## src/rtl/math_booth_pkg.sv

```systemverilog
// Shared types for the sequential radix-4 Booth multiplier: FSM state encoding and Booth group codes.
package math_booth_pkg;

  typedef enum logic [1:0] {
    ST_IDLE = 2'd0,
    ST_CALC = 2'd1,
    ST_DONE = 2'd2
  } booth_state_t;

  // Booth group {q[2i+1], q[2i], q[2i-1]}; two codes each select 0, +M and -M
  localparam logic [2:0] BOOTH_ZERO     = 3'b000;
  localparam logic [2:0] BOOTH_P1       = 3'b001;
  localparam logic [2:0] BOOTH_P1_ALT   = 3'b010;
  localparam logic [2:0] BOOTH_P2       = 3'b011;
  localparam logic [2:0] BOOTH_M2       = 3'b100;
  localparam logic [2:0] BOOTH_M1       = 3'b101;
  localparam logic [2:0] BOOTH_M1_ALT   = 3'b110;
  localparam logic [2:0] BOOTH_ZERO_ALT = 3'b111;

endpackage

```

## src/rtl/math_multiplier_booth_radix_4_pp_gen.sv

```systemverilog
// Combinational radix-4 Booth partial-product generator: 3-bit group and N-bit M to an (N+1)-bit
// partial product plus its true sign bit.
module math_multiplier_booth_radix_4_pp_gen
  import math_booth_pkg::*;
#(
  parameter int N = 8
) (
  input  logic [2:0]   group,
  input  logic [N-1:0] m,
  output logic [N:0]   pp,
  output logic         pp_sign
);

  logic [N+1:0] m1_ext;
  logic [N+1:0] m2_ext;
  logic [N+1:0] exact;

  assign m1_ext = {{2{m[N-1]}}, m};
  assign m2_ext = {m[N-1], m, 1'b0};

  always_comb begin
    exact = '0;
    case (group)
      BOOTH_P1, BOOTH_P1_ALT: exact = m1_ext;
      BOOTH_P2:               exact = m2_ext;
      BOOTH_M2:               exact = -m2_ext;
      BOOTH_M1, BOOTH_M1_ALT: exact = -m1_ext;
      default:                exact = '0;
    endcase
  end

  // -2M of the most negative M is +2^N, which overflows pp; pp_sign keeps the real sign for extension
  assign pp      = exact[N:0];
  assign pp_sign = exact[N+1];

endmodule

```

## src/rtl/math_multiplier_booth_radix_4_sequential.sv

```systemverilog
// Sequential signed NxN radix-4 Booth multiplier, one partial product per clock, valid/ready on both sides.
// Optional MATH_BOOTH_EARLY_TERM_EN: leave CALC as soon as the remaining multiplier bits are pure sign.
module math_multiplier_booth_radix_4_sequential
  import math_booth_pkg::*;
#(
  parameter int N = 8
) (
  input  logic           i_clk,
  input  logic           i_rst,
  input  logic           i_valid,
  output logic           o_ready,
  input  logic [N-1:0]   i_multiplicand,
  input  logic [N-1:0]   i_multiplier,
  output logic           o_valid,
  input  logic           i_ready,
  output logic [2*N-1:0] o_product,
  output logic           o_busy
);

  localparam int W2 = 2 * N;
  localparam int IW = $clog2(N / 2);
  localparam logic [IW-1:0] LAST_IDX = IW'(N / 2 - 1);

  booth_state_t  state_reg, state_next;
  logic [N-1:0]  m_reg;
  logic [N:0]    q_reg;
  logic [W2-1:0] acc_reg;
  logic [W2-1:0] product_reg;
  logic [IW-1:0] idx_reg;

  logic [N:0]    pp;
  logic          pp_sign;
  logic [W2-1:0] pp_ext;
  logic [W2-1:0] acc_next;
  logic          calc_done;

  // q_reg is {Q, 1'b0} shifted right by two per group, so bits [2:0] are always the current group
  math_multiplier_booth_radix_4_pp_gen #(.N(N)) u_pp_gen (
    .group   (q_reg[2:0]),
    .m       (m_reg),
    .pp      (pp),
    .pp_sign (pp_sign)
  );

  assign pp_ext   = {{(N-1){pp_sign}}, pp};
  assign acc_next = acc_reg + (pp_ext << {idx_reg, 1'b0});

`ifdef MATH_BOOTH_EARLY_TERM_EN
  // q_reg[N:2] holds Q[N-1:2i+1] padded with sign copies; uniform bits mean only 0 groups remain
  logic [N-2:0] q_rest;
  assign q_rest    = q_reg[N:2];
  assign calc_done = (idx_reg == LAST_IDX) || (&q_rest) || ~(|q_rest);
`else
  assign calc_done = (idx_reg == LAST_IDX);
`endif

  always_comb begin
    state_next = state_reg;
    case (state_reg)
      ST_IDLE: if (i_valid)   state_next = ST_CALC;
      ST_CALC: if (calc_done) state_next = ST_DONE;
      ST_DONE: if (i_ready)   state_next = ST_IDLE;
      default:                state_next = ST_IDLE;
    endcase
  end

  always_ff @(posedge i_clk or posedge i_rst) begin
    if (i_rst) begin
      state_reg   <= ST_IDLE;
      m_reg       <= '0;
      q_reg       <= '0;
      acc_reg     <= '0;
      product_reg <= '0;
      idx_reg     <= '0;
    end else begin
      state_reg <= state_next;
      case (state_reg)
        ST_IDLE: begin
          if (i_valid) begin
            m_reg   <= i_multiplicand;
            q_reg   <= {i_multiplier, 1'b0};
            acc_reg <= '0;
            idx_reg <= '0;
          end
        end
        ST_CALC: begin
          acc_reg <= acc_next;
          q_reg   <= {{2{q_reg[N]}}, q_reg[N:2]};
          idx_reg <= idx_reg + IW'(1);
          if (calc_done) product_reg <= acc_next;
        end
        default: ;
      endcase
    end
  end

  assign o_ready   = (state_reg == ST_IDLE);
  assign o_busy    = (state_reg == ST_CALC);
  assign o_valid   = (state_reg == ST_DONE);
  assign o_product = product_reg;

endmodule
```

## config.mk

```make
export PLATFORM = sky130hd
export DESIGN_NAME = math_multiplier_booth_radix_4_sequential
export DESIGN_NICKNAME = d
export VERILOG_FILES = /design/src/rtl/math_booth_pkg.sv /design/src/rtl/math_multiplier_booth_radix_4_pp_gen.sv /design/src/rtl/math_multiplier_booth_radix_4_sequential.sv
export SDC_FILE = /design/constraint.sdc
export NUM_CORES = 1
export LEC_CHECK = 0
export ABC_CLOCK_PERIOD_IN_PS = 4550
export CORE_MARGIN = 2
export CORE_UTILIZATION = 57
export CTS_CLUSTER_SIZE = 40
export DETAILED_ROUTE_END_ITERATION = 10
export GPL_ROUTABILITY_DRIVEN = 0
export GPL_TIMING_DRIVEN = 1
export PLACE_DENSITY = 0.8
export RECOVER_POWER = 50
export REMOVE_ABC_BUFFERS = 1
export SYNTH_ARGS = -nofsm -noshare
export SYNTH_HDL_FRONTEND = slang
export SYNTH_SLANG_ARGS = --single-unit
```

## constraint.sdc

```tcl
create_clock -name i_clk -period 4.55 [get_ports i_clk]
set_input_delay 0.91 -clock i_clk [delete_from_list [all_inputs] [get_ports i_clk]]
set_output_delay 0.91 -clock i_clk [all_outputs]
set_load 0.05 [all_outputs]
```

==> impl_metrics.ini, run 1 <==
[route]
wirelength_um = 8000
antenna_left = 0
dr.pass1.iters = 4
vias_per_cell = 5.97
drc = 0
drt-initial-drc-count = 212
vias = 3108
wl_per_cell_um = 15.4

[yosys]
ys_warn_count = 0
syn-cell-area_sq_um = 3580
synth_xor_area_frac = 0.0535
yosysTopAreaCellShare = 0.370
synth.area.mux_share = 0.0765
synth_edf_count = 0
synth_area_leaders = dfrtp_1, nand2_1, ha_1
ys_types = 50
yosys.area_share.simple = 0.182
ys_seq_area_frac = 0.370
synth_fa_ha_area_frac = 0.0650
async_flop_share = 1.00
synth_top_family_by_area = compound AO/OA/AOI/OAI gates
syn_inst = 419
avgSynthCellArea_sq_um = 8.54
synth_flop_cell = dfrtp_1
synth-compound-area-share = 0.207
yosysTopAreaCell = dfrtp_1
synth_seq_cells = 53

[grt]
grt.overflow.total = 0
grt.met2_usage = 0.406
busiest_layer = met2
antenna_found_initial = 0
grt_util_met3 = 0.0348
grtUsageTotal = 0.239
grt_max_degree = 54
grt_pass1_vias = 2997
grt_use_met1 = 0.323
grt_pass1_wl_um = 13900

[clock_tree]
htree_levels = 2
clock_sinks = 53
cts_tree = yes
clk_pin_slew_ps = 100
clockBufferDepth = 2
cts_setup_buffers = 0
insertion_delay_ps = 320
postCtsHoldBufs = 0
cts_root_buffer = clkbuf_8
cts-resized-gates = 0
cts-buffers-inserted = 5

[floorplanning]
die-area_sq_um = 6930
io_pins = 39
core-area_sq_um = 5990
initial_core_util = 0.598
die_x_um = 83.2
row_count = 28
die_h_um = 83.2

[place]
placedCellCount = 513
portBuffers = 38
dpl.hpwl_um = 5800

[sta]
fmax_mhz = 246
fin_crit_sh = 0.892
period_needed_ps = 4060
clock_skew_ps = 7.70
slew_headroom = -0.879
finalSetupViolations = 0
tns_ps = 0
worst_pin_slew_ps = 2820
rsz0062_at_grt = false
hold_viol_final = 0
slew_violations = 87

[critical_path]
endpoint_kind = flop
worstPathMaxFanout = 6
cp.arrival_ps = 4320
required_ps = 4810
cp-start-kind = flop
criticalPathCategory = reg2reg

[status]
outcome = complete, but fails checks
failed_checks = max-capacitance violations, max-slew violations

[cells_and_area]
finalNonFillerCells = 521
layout-drive-gt1-share = 0.0673
syn_to_final_growth_pct = 14.6
final_common_cell = nand2_1
n_antenna_cell = 0
nFillCells = 490
final_cell_mix = nand2_1, dfrtp_1, o21ai_0, clkdlybuf4s50_1, a21oi_1
final_net_count = 483

[min_path]
worstHoldPathType = reg2reg

[flow_run]
maxCapViolCount = 2
## metrics by stage
| step | area, sq um | setup WS, ps | utilization | hold slack (ps) |
|---|---|---|---|---|
| 2_1_floorplan | 3460 | 900 | - | 449 |
| 3_3_place_gp | 3990 | 673 | 0.666 | 460 |
| 3_5_place_dp | 3990 | 550 | 0.666 | 469 |
| 4_1_cts | 4110 | 506 | 0.686 | 494 |
| 5_1_grt | 4100 | 57.8 | 0.685 | 507 |
| 6_report | 4100 | 492 | 0.685 | 487 |
## synthesized netlist by cell type (all sizes together), types with 2 or more instances
cell    number
dfrtp       53
o211ai       3
a21oi       29
o31a         2
nand4        2
or3          7
a31oi        4
mux2i       15
inv         11
o22ai       10
buf          8
and2         3
o21ai       38
o21a         4
nand2b       6
xnor2       13
nor2        25
mux2        11
nand3       12
nand2       68
nor3        11
a211oi       6
clkinv       2
nor4         2
a21o         3
o31ai        4
xor2         8
clkbuf      18
nor2b        3
a22o         5
ha          17
o22a         2
o21bai       3
## cell type report
| cell class | instances | area, sq um | area share |
|---|---|---|---|
| Clock inverter | 3 | 50.0 | 0.0122 |
| Multi-Input combinational cell | 327 | 2090 | 0.509 |
| Timing Repair Buffer | 45 | 425 | 0.104 |
| Tap cell | 75 | 93.8 | 0.0229 |
| Clock buffer | 5 | 68.8 | 0.0168 |
| Inverter | 13 | 48.8 | 0.0119 |
| Sequential cell | 53 | 1330 | 0.323 |
## critical path, stage by stage (launching register included)
cell,delay [ps]
dfrtp_1,450
inv_1,100
ha_1,210
nor3b_1,250
xor2_1,240
nor2_1,60
o311a_1,310
or3_1,350
o21ai_1,110
mux2i_1,100
ha_1,390
o21a_1,150
o21ai_0,90
nor4_1,440
o31ai_1,160
xnor2_1,180
or3_1,330
nand3_1,90
## worst paths after layout
| check | slack [ps] | depth (start not counted) | from | endpoint |
|---|---|---|---|---|
| worst max-delay path | 490 | 17 | m_reg[0] | acc_reg[15] |
| worst min-delay path | 490 | 2 | o_product[13] | o_product[13] |
| worst max register to register | 490 | 17 | m_reg[0] | acc_reg[15] |
| worst min register to register | 490 | 2 | o_product[13] | o_product[13] |
| max in group asynchronous | 870 | 3 | i_rst | acc_reg[11] |
| min in group asynchronous | 2090 | 3 | i_rst | q_reg[8] |
## metal layers
layer  part of all wire  routed length (um)
met5                  0                   0
met4              0.015                 119
met2               0.48                3860
met3              0.031                 251
met1               0.47                3770
## cell families (layout without fill, tap and decap cells)
group | count (synthesis) | count (layout)
AOI/OAI and AO/OA | 120 | 120
xor gates and xnor gates | 21 | 21
adders and majority gates | 18 | 18
buffers and inverters | 39 | 66
DFF | 53 | 53
muxes | 26 | 26
and+or+nand+nor | 142 | 142
Power of run 1 is left out: the tool's default activity adds up to more than one toggle a clock period on the data nets, which glitch-free logic cannot reach.
==> inputs of run 2 (changes only) <==
--- a/config.mk
+++ b/config.mk
@@ -8,7 +8,7 @@
 export ABC_CLOCK_PERIOD_IN_PS = 4550
 export CORE_MARGIN = 2
 export CORE_UTILIZATION = 57
-export CTS_CLUSTER_SIZE = 40
+export CTS_CLUSTER_DIAMETER = 50
 export DETAILED_ROUTE_END_ITERATION = 10
 export GPL_ROUTABILITY_DRIVEN = 0
 export GPL_TIMING_DRIVEN = 1
==> constraint.sdc (replaced) <==
create_clock -name i_clk -period 4.55 [get_ports i_clk]
set_input_delay 0.91 -clock i_clk [delete_from_list [all_inputs] [get_ports i_clk]]
set_output_delay 0.91 -clock i_clk [all_outputs]
set_load 0.02 [all_outputs]
==> results of run 2 <==
Final layout, timing and power as in run 1 (identical DEF).
Power of run 2 is left out for the same reason.
==> inputs of run 3 (changes only) <==
--- a/config.mk
+++ b/config.mk
@@ -11,7 +11,7 @@
 export CTS_CLUSTER_DIAMETER = 50
 export DETAILED_ROUTE_END_ITERATION = 10
 export GPL_ROUTABILITY_DRIVEN = 0
-export GPL_TIMING_DRIVEN = 1
+export GPL_TIMING_DRIVEN = 0
 export PLACE_DENSITY = 0.8
 export RECOVER_POWER = 50
 export REMOVE_ABC_BUFFERS = 1
==> impl_metrics.ini, run 3 (same netlist as run 1, synthesis figures left out) <==
[grt]
grt_use_met1 = 0.315
grt.overflow.total = 0
grt_pass1_wl_um = 13500
antenna_found_initial = 0
grt.met2_usage = 0.390
grt_pass1_vias = 2964
busiest_layer = met2
grt_max_degree = 36
grtUsageTotal = 0.232
grt_util_met3 = 0.0408

[floorplanning]
initial_core_util = 0.598
die_h_um = 83.2
core-area_sq_um = 5990
row_count = 28
die-area_sq_um = 6930
die_x_um = 83.2
io_pins = 39

[route]
drt-initial-drc-count = 210
vias_per_cell = 6.02
drc = 2
wl_per_cell_um = 15.0
antenna_left = 0
vias = 3099
wirelength_um = 7700
dr.pass1.iters = 7

[min_path]
worstHoldPathType = reg2reg

[cells_and_area]
final_common_cell = nand2_1
layout.area.seq_sq_um = 1330
multi_input_area_sq_um = 2100
syn_to_final_growth_pct = 13.0
nFillCells = 512
n_antenna_cell = 0
final_net_count = 477
final_cell_mix = nand2_1, dfrtp_1, o21ai_0, a21oi_1, clkdlybuf4s50_1
layout-drive-gt1-share = 0.0614

[clock_tree]
postCtsHoldBufs = 0
clockBufferDepth = 2
cts_tree = yes
clk_pin_slew_ps = 100
htree_levels = 2
cts-buffers-inserted = 5
clock_sinks = 53
cts_root_buffer = clkbuf_8
insertion_delay_ps = 310

[critical_path]
r2r_slack_ps = 380
cp-start-kind = flop
criticalPathCategory = reg2reg
endpoint_kind = flop
required_ps = 4690
cp.arrival_ps = 4320
worstPathMaxFanout = 6

[place]
dpl.hpwl_um = 5580
portBuffers = 38

[sta]
clock_skew_ps = 8.74
rsz0062_at_grt = false
finalSetupViolations = 0
fin_crit_sh = 0.917
fmax_mhz = 240
tns_ps = 0
period_needed_ps = 4170
slew_violations = 36
hold_viol_final = 0
slew_headroom = -0.221
worst_pin_slew_ps = 1830

[status]
failed_checks = design-rule violations, max-capacitance violations, max-slew violations
outcome = complete, but fails checks

[flow_run]
maxCapViolCount = 1
-- run 3: changes by cell type in the layout (fill, tap and decap cells not counted), sizes merged --
cell / previous run / this run
dlygate4sd3: 2 / 10
clkdlybuf4s50: 36 / 28
buf: 5 / 0
bufinv: 1 / 0
-- run 3: critical path, stage by stage (launching register included) --
cell and delay [ps]:
dfrtp_1 450, inv_1 100, ha_1 220, nor3b_1 300, xor2_1 260, nor2_1 70
o311a_1 300, or3_1 340, o21ai_1 140, mux2i_1 130, ha_1 370, and2_1 200
o21ai_0 150, o21ai_0 190, or3_1 350, a21oi_1 180, xor2_1 200, o22ai_1 100
-- run 3: path summary, 6_finish.rpt --
kind	startpoint	to	depth (start not counted)
worst min register to register	o_product[6]	o_product[6]	2
min in group asynchronous	i_rst	m_reg[3]	2
worst max register to register	m_reg[0]	acc_reg[13]	17
worst min-delay path	o_product[6]	o_product[6]	2
worst max-delay path	m_reg[0]	acc_reg[13]	17
max in group asynchronous	i_rst	acc_reg[10]	3
-- run 3: what timing repair did --
item                                    in CTS  in global routing
endpoints found under the setup margin       0                  4
resized for setup                            0                  3
buffers inserted                             0                  0
-- run 3: area by class of cell --
class                   instances  share of cell area
repair buffers                 39              0.0949
clock buffers                   6              0.0204
clock inverters                 2             0.00340
inverters                      13              0.0121
well taps                      75              0.0232
multi-input cells             327               0.518
flip-flops and latches         53               0.328
-- run 3: per-stage QoR --
stage / instances / hold slack (ps) / setup WS (ps) / util / cell area (sq um)
floorplan: 393 / 449 / 901 / - / 3460
global placement: 506 / 460 / 390 / 0.657 / 3940
detailed placement: 507 / 463 / 317 / 0.661 / 3960
CTS: 515 / 487 / 302 / 0.677 / 4060
global route: 515 / 517 / 30.0 / 0.675 / 4050
finish: 515 / 481 / 376 / 0.675 / 4050
-- run 3: layer usage --
| metal | wire [um] | vias to the layer above |
|---|---|---|
| li1 | - | 1538 |
| met1 | 3590 | 1494 |
| met2 | 3780 | 59 |
| met3 | 271 | 8 |
| met4 | 65 | 0 |
| met5 | 0 | - |
Power of run 3 is left out for the same reason.
